===== src/rtl/ca_rule_engine.sv =====
// 1-D elementary cellular-automaton engine: runtime Wolfram rule, four boundary modes,
// free-run or single-step, load/ack handshake per generation. Optional macro: CA_STABLE_DETECT_EN.
module ca_rule_engine #(
  parameter int N      = 16,
  parameter int PERIOD = 1000,
  parameter int GEN_W  = 16
) (
  input  logic             clk,
  input  logic             reset_n,
  input  logic [7:0]       rule,
  input  logic [N-1:0]     seed,
  input  logic [1:0]       bmode,
  input  logic             start,
  input  logic             stop,
  input  logic             run,
  input  logic             step,
  input  logic             ack,
  output logic [N-1:0]     cells,
  output logic             load,
  output logic             busy,
  output logic [GEN_W-1:0] generation,
  output logic             stable,
  output logic [7:0]       debug_leds
);

  typedef enum logic [1:0] {S_IDLE, S_PRESENT, S_WAIT, S_COMPUTE} state_t;

  localparam int CW = $clog2(PERIOD + 1);
  localparam logic [CW-1:0] RELOAD = CW'(PERIOD - 1);
  localparam int DW = (N < 8) ? N : 8;

  state_t          state_q, state_d;
  logic [N-1:0]    cells_q, cells_d, next_cells;
  logic [GEN_W-1:0] gen_q, gen_d;
  logic [CW-1:0]   cnt_q, cnt_d;
  logic [7:0]      rule_q, rule_d;
  logic [1:0]      bmode_q, bmode_d;
  logic            load_q, load_d;
  logic            lb, rb;
  logic [N+1:0]    ext;
`ifdef CA_STABLE_DETECT_EN
  logic            stable_q, stable_d;
`endif

  // Boundary neighbours: lb sits left of cell N-1, rb sits right of cell 0.
  always_comb begin
    unique case (bmode_q)
      2'b00:   begin lb = 1'b0;         rb = 1'b0;         end
      2'b01:   begin lb = 1'b1;         rb = 1'b1;         end
      2'b10:   begin lb = cells_q[0];   rb = cells_q[N-1]; end
      default: begin lb = cells_q[N-1]; rb = cells_q[0];   end
    endcase
    ext = {lb, cells_q, rb};
    for (int i = 0; i < N; i++) begin
      next_cells[i] = rule_q[{ext[i+2], ext[i+1], ext[i]}];
    end
  end

  // NOTE: every variable gets a default before the case so no path leaves one unassigned (no latches).
  always_comb begin
    state_d  = state_q;
    cells_d  = cells_q;
    gen_d    = gen_q;
    cnt_d    = cnt_q;
    rule_d   = rule_q;
    bmode_d  = bmode_q;
    load_d   = load_q;
`ifdef CA_STABLE_DETECT_EN
    stable_d = stable_q;
`endif
    if (state_q != S_IDLE && stop) begin
      state_d = S_IDLE;
      load_d  = 1'b0;
    end else begin
      unique case (state_q)
        S_IDLE: if (start && !stop) begin
          rule_d   = rule;
          bmode_d  = bmode;
          cells_d  = seed;
          gen_d    = '0;
          load_d   = 1'b1;
          state_d  = S_PRESENT;
`ifdef CA_STABLE_DETECT_EN
          stable_d = 1'b0;
`endif
        end
        S_PRESENT: if (ack) begin
          load_d  = 1'b0;
          cnt_d   = RELOAD;
`ifdef CA_STABLE_DETECT_EN
          state_d = stable_q ? S_IDLE : S_WAIT;
`else
          state_d = S_WAIT;
`endif
        end
        S_WAIT: begin
          if (run) begin
            if (cnt_q == '0) state_d = S_COMPUTE;
            else             cnt_d   = cnt_q - 1'b1;
          end else if (step) begin
            state_d = S_COMPUTE;
          end
        end
        default: begin
          cells_d = next_cells;
          gen_d   = gen_q + 1'b1;
          load_d  = 1'b1;
          state_d = S_PRESENT;
`ifdef CA_STABLE_DETECT_EN
          if (next_cells == cells_q) stable_d = 1'b1;
`endif
        end
      endcase
    end
  end

  // NOTE: sequential state uses non-blocking assignments so all flops update together at the edge.
  always_ff @(posedge clk) begin
    if (!reset_n) begin
      state_q  <= S_IDLE;
      cells_q  <= '0;
      gen_q    <= '0;
      cnt_q    <= '0;
      rule_q   <= '0;
      bmode_q  <= '0;
      load_q   <= 1'b0;
`ifdef CA_STABLE_DETECT_EN
      stable_q <= 1'b0;
`endif
    end else begin
      state_q  <= state_d;
      cells_q  <= cells_d;
      gen_q    <= gen_d;
      cnt_q    <= cnt_d;
      rule_q   <= rule_d;
      bmode_q  <= bmode_d;
      load_q   <= load_d;
`ifdef CA_STABLE_DETECT_EN
      stable_q <= stable_d;
`endif
    end
  end

  assign cells      = cells_q;
  assign load       = load_q;
  assign busy       = (state_q != S_IDLE);
  assign generation = gen_q;
  assign debug_leds = 8'(cells_q[DW-1:0]);
`ifdef CA_STABLE_DETECT_EN
  assign stable     = stable_q;
`else
  assign stable     = 1'b0;
`endif

endmodule


===== config.mk =====
export PLATFORM = sky130hd
export DESIGN_NAME = ca_rule_engine
export DESIGN_NICKNAME = d
export VERILOG_FILES = /design/src/rtl/ca_rule_engine.sv
export SDC_FILE = /design/constraint.sdc
export NUM_CORES = 1
export LEC_CHECK = 0
export BUFFER_PORTS_ARGS = -buffer_cell sky130_fd_sc_hd__clkbuf_2
export CORE_ASPECT_RATIO = 0.5
export CORE_MARGIN = 4
export CORE_UTILIZATION = 30
export CTS_CLUSTER_SIZE = 20
export DETAILED_ROUTE_END_ITERATION = 12
export HOLD_SLACK_MARGIN = 0.02
export PLACE_DENSITY = 0.52
export SLEW_MARGIN = 20
export SYNTH_ARGS = -nofsm -noshare
export SYNTH_HDL_FRONTEND = slang
export SYNTH_SLANG_ARGS = --single-unit

===== constraint.sdc =====
create_clock -name clk -period 4.9 [get_ports clk]
set_input_delay 0.49 -clock clk [delete_from_list [all_inputs] [get_ports clk]]
set_output_delay 0.49 -clock clk [all_outputs]
set_load 0.1 [all_outputs]

* Word-level counts from Yosys, hierarchy flattened
Index checks and enable logic that the tools add are counted.
** Storage, ports and cells
- Register bits after elaboration :: 55
- Bits of input ports :: 33
- Output and inout bits :: 43
- Logic and storage cells :: 105
** Cells by class
- $add $sub $neg :: 2
- Order comparisons :: 16
- Equality and inequality tests :: 10
- Multiplexer cells :: 51
- Bitwise operators :: 4
- Reduce and logical (&&, ||, !) cells :: 15
** Operators by type and width (count)
- 3-bit by 4-bit less-than comparator with 1-bit output, second input constant :: 16
- 16-bit case mux with 2 select lines :: 2
- 1-bit binary-select mux with 3-bit select :: 16
- 16-bit two-way mux :: 2
- 10-bit two-way mux :: 3
- 10-bit case mux with 2 select lines :: 1
- 1-bit two-way mux :: 18
- 16-bit by 1-bit adder with 16-bit output, second input constant :: 1
- 10-bit logical NOT :: 1
- 2-bit two-way mux :: 5
- 10-bit by 1-bit subtractor with 10-bit output, second input constant :: 1
- 1-bit case mux with 3 select lines :: 3
- 3-bit AND reduction :: 3
- 2-bit inequality test, second input constant :: 4
- 3-bit inequality test, second input constant :: 2
- 2-bit case mux with 3 select lines :: 1
- 5-bit AND reduction :: 1
- 2-bit by 1-bit equality test with 1-bit output, second input constant :: 2
- 2-bit equality test, second input constant :: 2
- 2-bit logical NOT :: 2
- 1-bit inverter :: 4
- 4-bit AND reduction :: 1
- 2-bit nonzero test :: 2
- 2-bit OR reduction :: 2
- 2 further kinds :: 3

* Logic depth before layout (Yosys ltp)
- Depth in word-level cells :: 5
- Mapped depth :: 9
- Depth with buffers taken out :: 6

* Worst setup path after synthesis
OpenSTA, ideal clock, no wires.
- Path type :: reg-to-reg
- Start point :: register state_q[0]
- End point :: register cells_q[14] (netlist: cells[14])
- Library setup time :: 90 ps
- Arrival time :: 2658 ps
- Required time :: 4810 ps
- Path slack :: 2152 ps
- Stages on the path, launching flop included :: 8
- Period minus slack after synthesis :: 2748 ps
- Cells stage by stage :: dfxtp_1 -> inv_1 -> ha_1 -> buf_2 -> inv_1 -> clkbuf_1 -> nand3_1 -> o221ai_1
** On the way
- Longest elaborated chain between the ends :: 4
** Ends and longest elaborated chain
- start: declaration :: RTL line 32 : state_t state_q, state_d;
- start signal: assignment :: RTL line 131 : state_q <= state_d;
- 2-bit nonzero test
- net busy :: RTL line 20 : output logic busy,
- 1-bit logical AND :: RTL line 71 : if (state_q != S_IDLE && stop) begin
- 1-bit inverter (no source line)
- 3-bit AND reduction (no source line)
- end signal: assignment :: RTL line 132 : cells_q <= cells_d;
- end: declaration :: RTL line 33 : logic [N-1:0] cells_q, cells_d, next_cells;
The timed path passes the listed nets, and every way through them passes these cells.
A chain may end at the register's enable or synchronous reset.

* Final worst setup path
- Start point :: register state_q[0]
- End point :: output port busy
** On the way
- Longest elaborated chain between the ends :: 1
** Ends and longest elaborated chain
- 2-bit nonzero test :: RTL line 146 : assign busy = (state_q != S_IDLE);
- end: declaration :: RTL line 20
No other way between the ends.

==> results.ini <==
[clock_network]
cts.clk_slew.worst_paths_ps=80
post_cts_buffers=0
cts_buffer_depth=2
cts_tree=yes
htreeDepth=2
numCtsBuffers=5
numClockSinks=55
insertion_delay_ps=300
hold_buffers=0
cts_resized=0
root_buffer=clkbuf_16

[synthesis]
ys.flop_type=dfxtp_1
synth.distinct_cells=66
synth_cells=408
avgSynthCellArea_um2=9.359
syn_area_um2=3819
ys_ff_latch=55
yosys_warnings=0
syn_nets=446
async_reset_ff_share_pct=0
yosysSeqAreaShare_pct=28.83
synth_enable_flop_cells=0

[power]
p_seq_share_pct=30.5
p_sw_mw=1.262
irDropWorstVdd_mv=0.2076
switching_share_pct=52.83
intPower_mw=1.127
powerDensity_nw_per_um2=551.3
power_frac_clock_pct=16.0
power.leakage_nw=1.599
power_frac_comb_pct=53.6

[finish]
drive_gt1_share_pct=28.03
syn_to_final_growth_pct=13.47
fin_nets=483
regArea_um2=1101
n_antenna_cell=0
nFillCells=1278
fin_util_pct=35.75
multi_input_area_um2=2427
fin_area_um2=4333

[die]
num_rows=28
die_w_um=167.6
coreArea_um2=12120
die_y_um=87.78
ios=76
start_util_pct=31.50
dieArea_um2=14710

[timing]
setup_viol=0
fin_crit_sh_pct=57.92
slew_headroom_pct=44.71
hold_viol_final=0
max_freq_mhz=352.4
slew_viol_final=0
worst_pin_slew_ps=826.3
skew_ps=14.78
rsz0062_at_grt=false
tns_ps=0
finalCriticalPeriod_ps=2838

[critical_path]
cp_common_cell=inv_1
cp_data_required_time_ps=4410
worstPathArrival_ps=2350
critical_path_class=reg -> out
critPathTopFamily=buffers and inverters
cp_slowest_cell=ha_1
path_cells=inv_1, ha_1, inv_1, clkbuf_2
worstPathMaxFanout=20
cp-start-kind=flip-flop
cp-end-kind=output port
crit_buf_inv=3
cp_slowest_stage_delay_ps=700

[global_route]
first_global_vias=3046
grt_start_max_net_pins=35
antenna_found_initial=0
gr-total-overflow=0
grt_pass1_wl_mm=16.88
grt.total_usage_pct=14.10

[drt]
routedWlPerCell_um=16.91
drcViolationCount=0
wl_mm=10.34
route.vias.total=3332
drt_iter0_drc=242
vias_per_cell=5.453
dr.pass1.iters=4
postRouteAntennaNets=0

[placed_design]
post-dp-hpwl_mm=7.311
gp_congestion=0.7802
dpl_cell_area_um2=4180
port_buffers=74

[min_path]
hold_class=in -> reg

[run_status]
outcome=completed

[job]
max-cap-violations=0

power groups by stage:
stage,combinational (mW),clock [mW],sequential (mW)
after floorplan,0.891,0,0.922
after global placement,1.28,0,0.738
after detailed placement,1.28,0,0.740
after CTS,1.29,0.400,0.729
after global routing,1.38,0.413,0.757
final,1.28,0.381,0.728
metal layers:
layer | wire (um) | part of all wire [%] | vias to the layer above | track usage [%]
met2 | 4742 | 46 | 79 | 22.51
met4 | 90 | 0.87 | 0 | 2.725
met1 | 5119 | 50 | 1625 | 20.20
met3 | 382 | 3.7 | 7 | 2.705
li1 | - | - | 1621 | -
met5 | 0 | 0 | - | 0
flip-flops by register name, indices dropped and copies added, names as in the netlist:
signal	cells
cnt_q	10
bmode_q	2
state_q	2
generation	16
rule_q	8
load	1
cells	16
synthesized netlist by cell type, drive strengths merged (2+ instances only):
| library cell | instances | area, um2 |
|---|---|---|
| nor3b | 2 | 20.02 |
| clkbuf | 32 | 140.1 |
| dfxtp | 55 | 1101 |
| o21a | 2 | 15.01 |
| or3 | 5 | 31.28 |
| mux4 | 28 | 630.6 |
| a31oi | 5 | 31.28 |
| nor2b | 3 | 28.78 |
| inv | 16 | 60.06 |
| a41oi | 2 | 17.52 |
| buf | 14 | 90.08 |
| and3 | 4 | 26.28 |
| nor4 | 4 | 31.28 |
| o31ai | 6 | 45.04 |
| nand3b | 3 | 22.52 |
| o2111a | 2 | 22.52 |
| o21ai | 12 | 60.05 |
| ha | 5 | 62.56 |
| a311oi | 4 | 41.29 |
| o2bb2ai | 2 | 17.52 |
| o221ai | 9 | 78.83 |
| mux2 | 2 | 22.52 |
| mux2i | 31 | 310.3 |
| nand2 | 21 | 78.83 |
| or4 | 6 | 50.05 |
| a21oi | 14 | 70.07 |
| nand4 | 15 | 93.84 |
| nor2 | 28 | 105.1 |
| a31o | 3 | 26.28 |
| nand2b | 6 | 37.54 |
| nor3 | 5 | 25.02 |
| a22oi | 3 | 22.52 |
| or4b | 2 | 20.02 |
| and4 | 2 | 17.52 |
| nand3 | 23 | 115.1 |
| a211oi | 5 | 37.54 |
| xor2 | 6 | 52.55 |
| and2 | 6 | 37.54 |
| o211ai | 2 | 15.01 |
path summary, 6_finish.rpt:
check,slack (ps),to,cells past startpoint,from
max,2060,busy,4,state_q[0]
min,430,rule_q[7],3,rule[7]
max reg2reg,2080,generation[14],7,state_q[0]
min reg2reg,490,generation[15],2,generation[15]
final cells by class:
cell class	count	area share, %
Tap cell	165	4.765
Inverter	16	1.386
Clock inverter	3	0.6353
Sequential cell	55	25.41
Multi-Input combinational cell	291	56.02
Timing Repair Buffer	76	8.894
Clock buffer	5	2.888
worst reg2reg max path, stage by stage (launching register included):
cell      delay [ps]
dfxtp_1          320
inv_1             90
ha_1             700
nand3b_1         690
o21ai_1          340
buf_4            250
nor2_1            70
mux2_2           250
layout by cell type, fill, tap and decap left out, drive strengths merged, types with 9 or more instances in the layout:
cell type and count:
a21oi 14, clkbuf 79, dfxtp 55, inv 18, mux2i 31, mux4 28, nand2 21, nand3 23
nand4 15, nor2 28, o21ai 12, o221ai 9
metrics by stage:
step	total power [mW]	setup WS [ps]	hold slack, ps	cells
after floorplan	1.813	2152	463.2	408
after global placement	2.018	2106	469.5	603
after detailed placement	2.023	2077	477.0	603
after CTS	2.416	2015	426.2	611
after global routing	2.554	1834	443.3	611
final	2.389	2062	427.1	611
logic make-up after synthesis:
group                    Yosys count  share of synthesized area [%]
multiplexers                      61                          25.23
AO/OA/AOI/OAI                     79                          14.94
buffers and inverters             62                          7.602
flip-flops                        55                          28.83
adder cells (fa/ha/maj)            5                          1.638
other                              1                        0.09820
AND/OR/NAND/NOR                  138                          20.05
XOR/XNOR                           7                          1.606
Note: power is estimated with default switching activity, not from simulation.
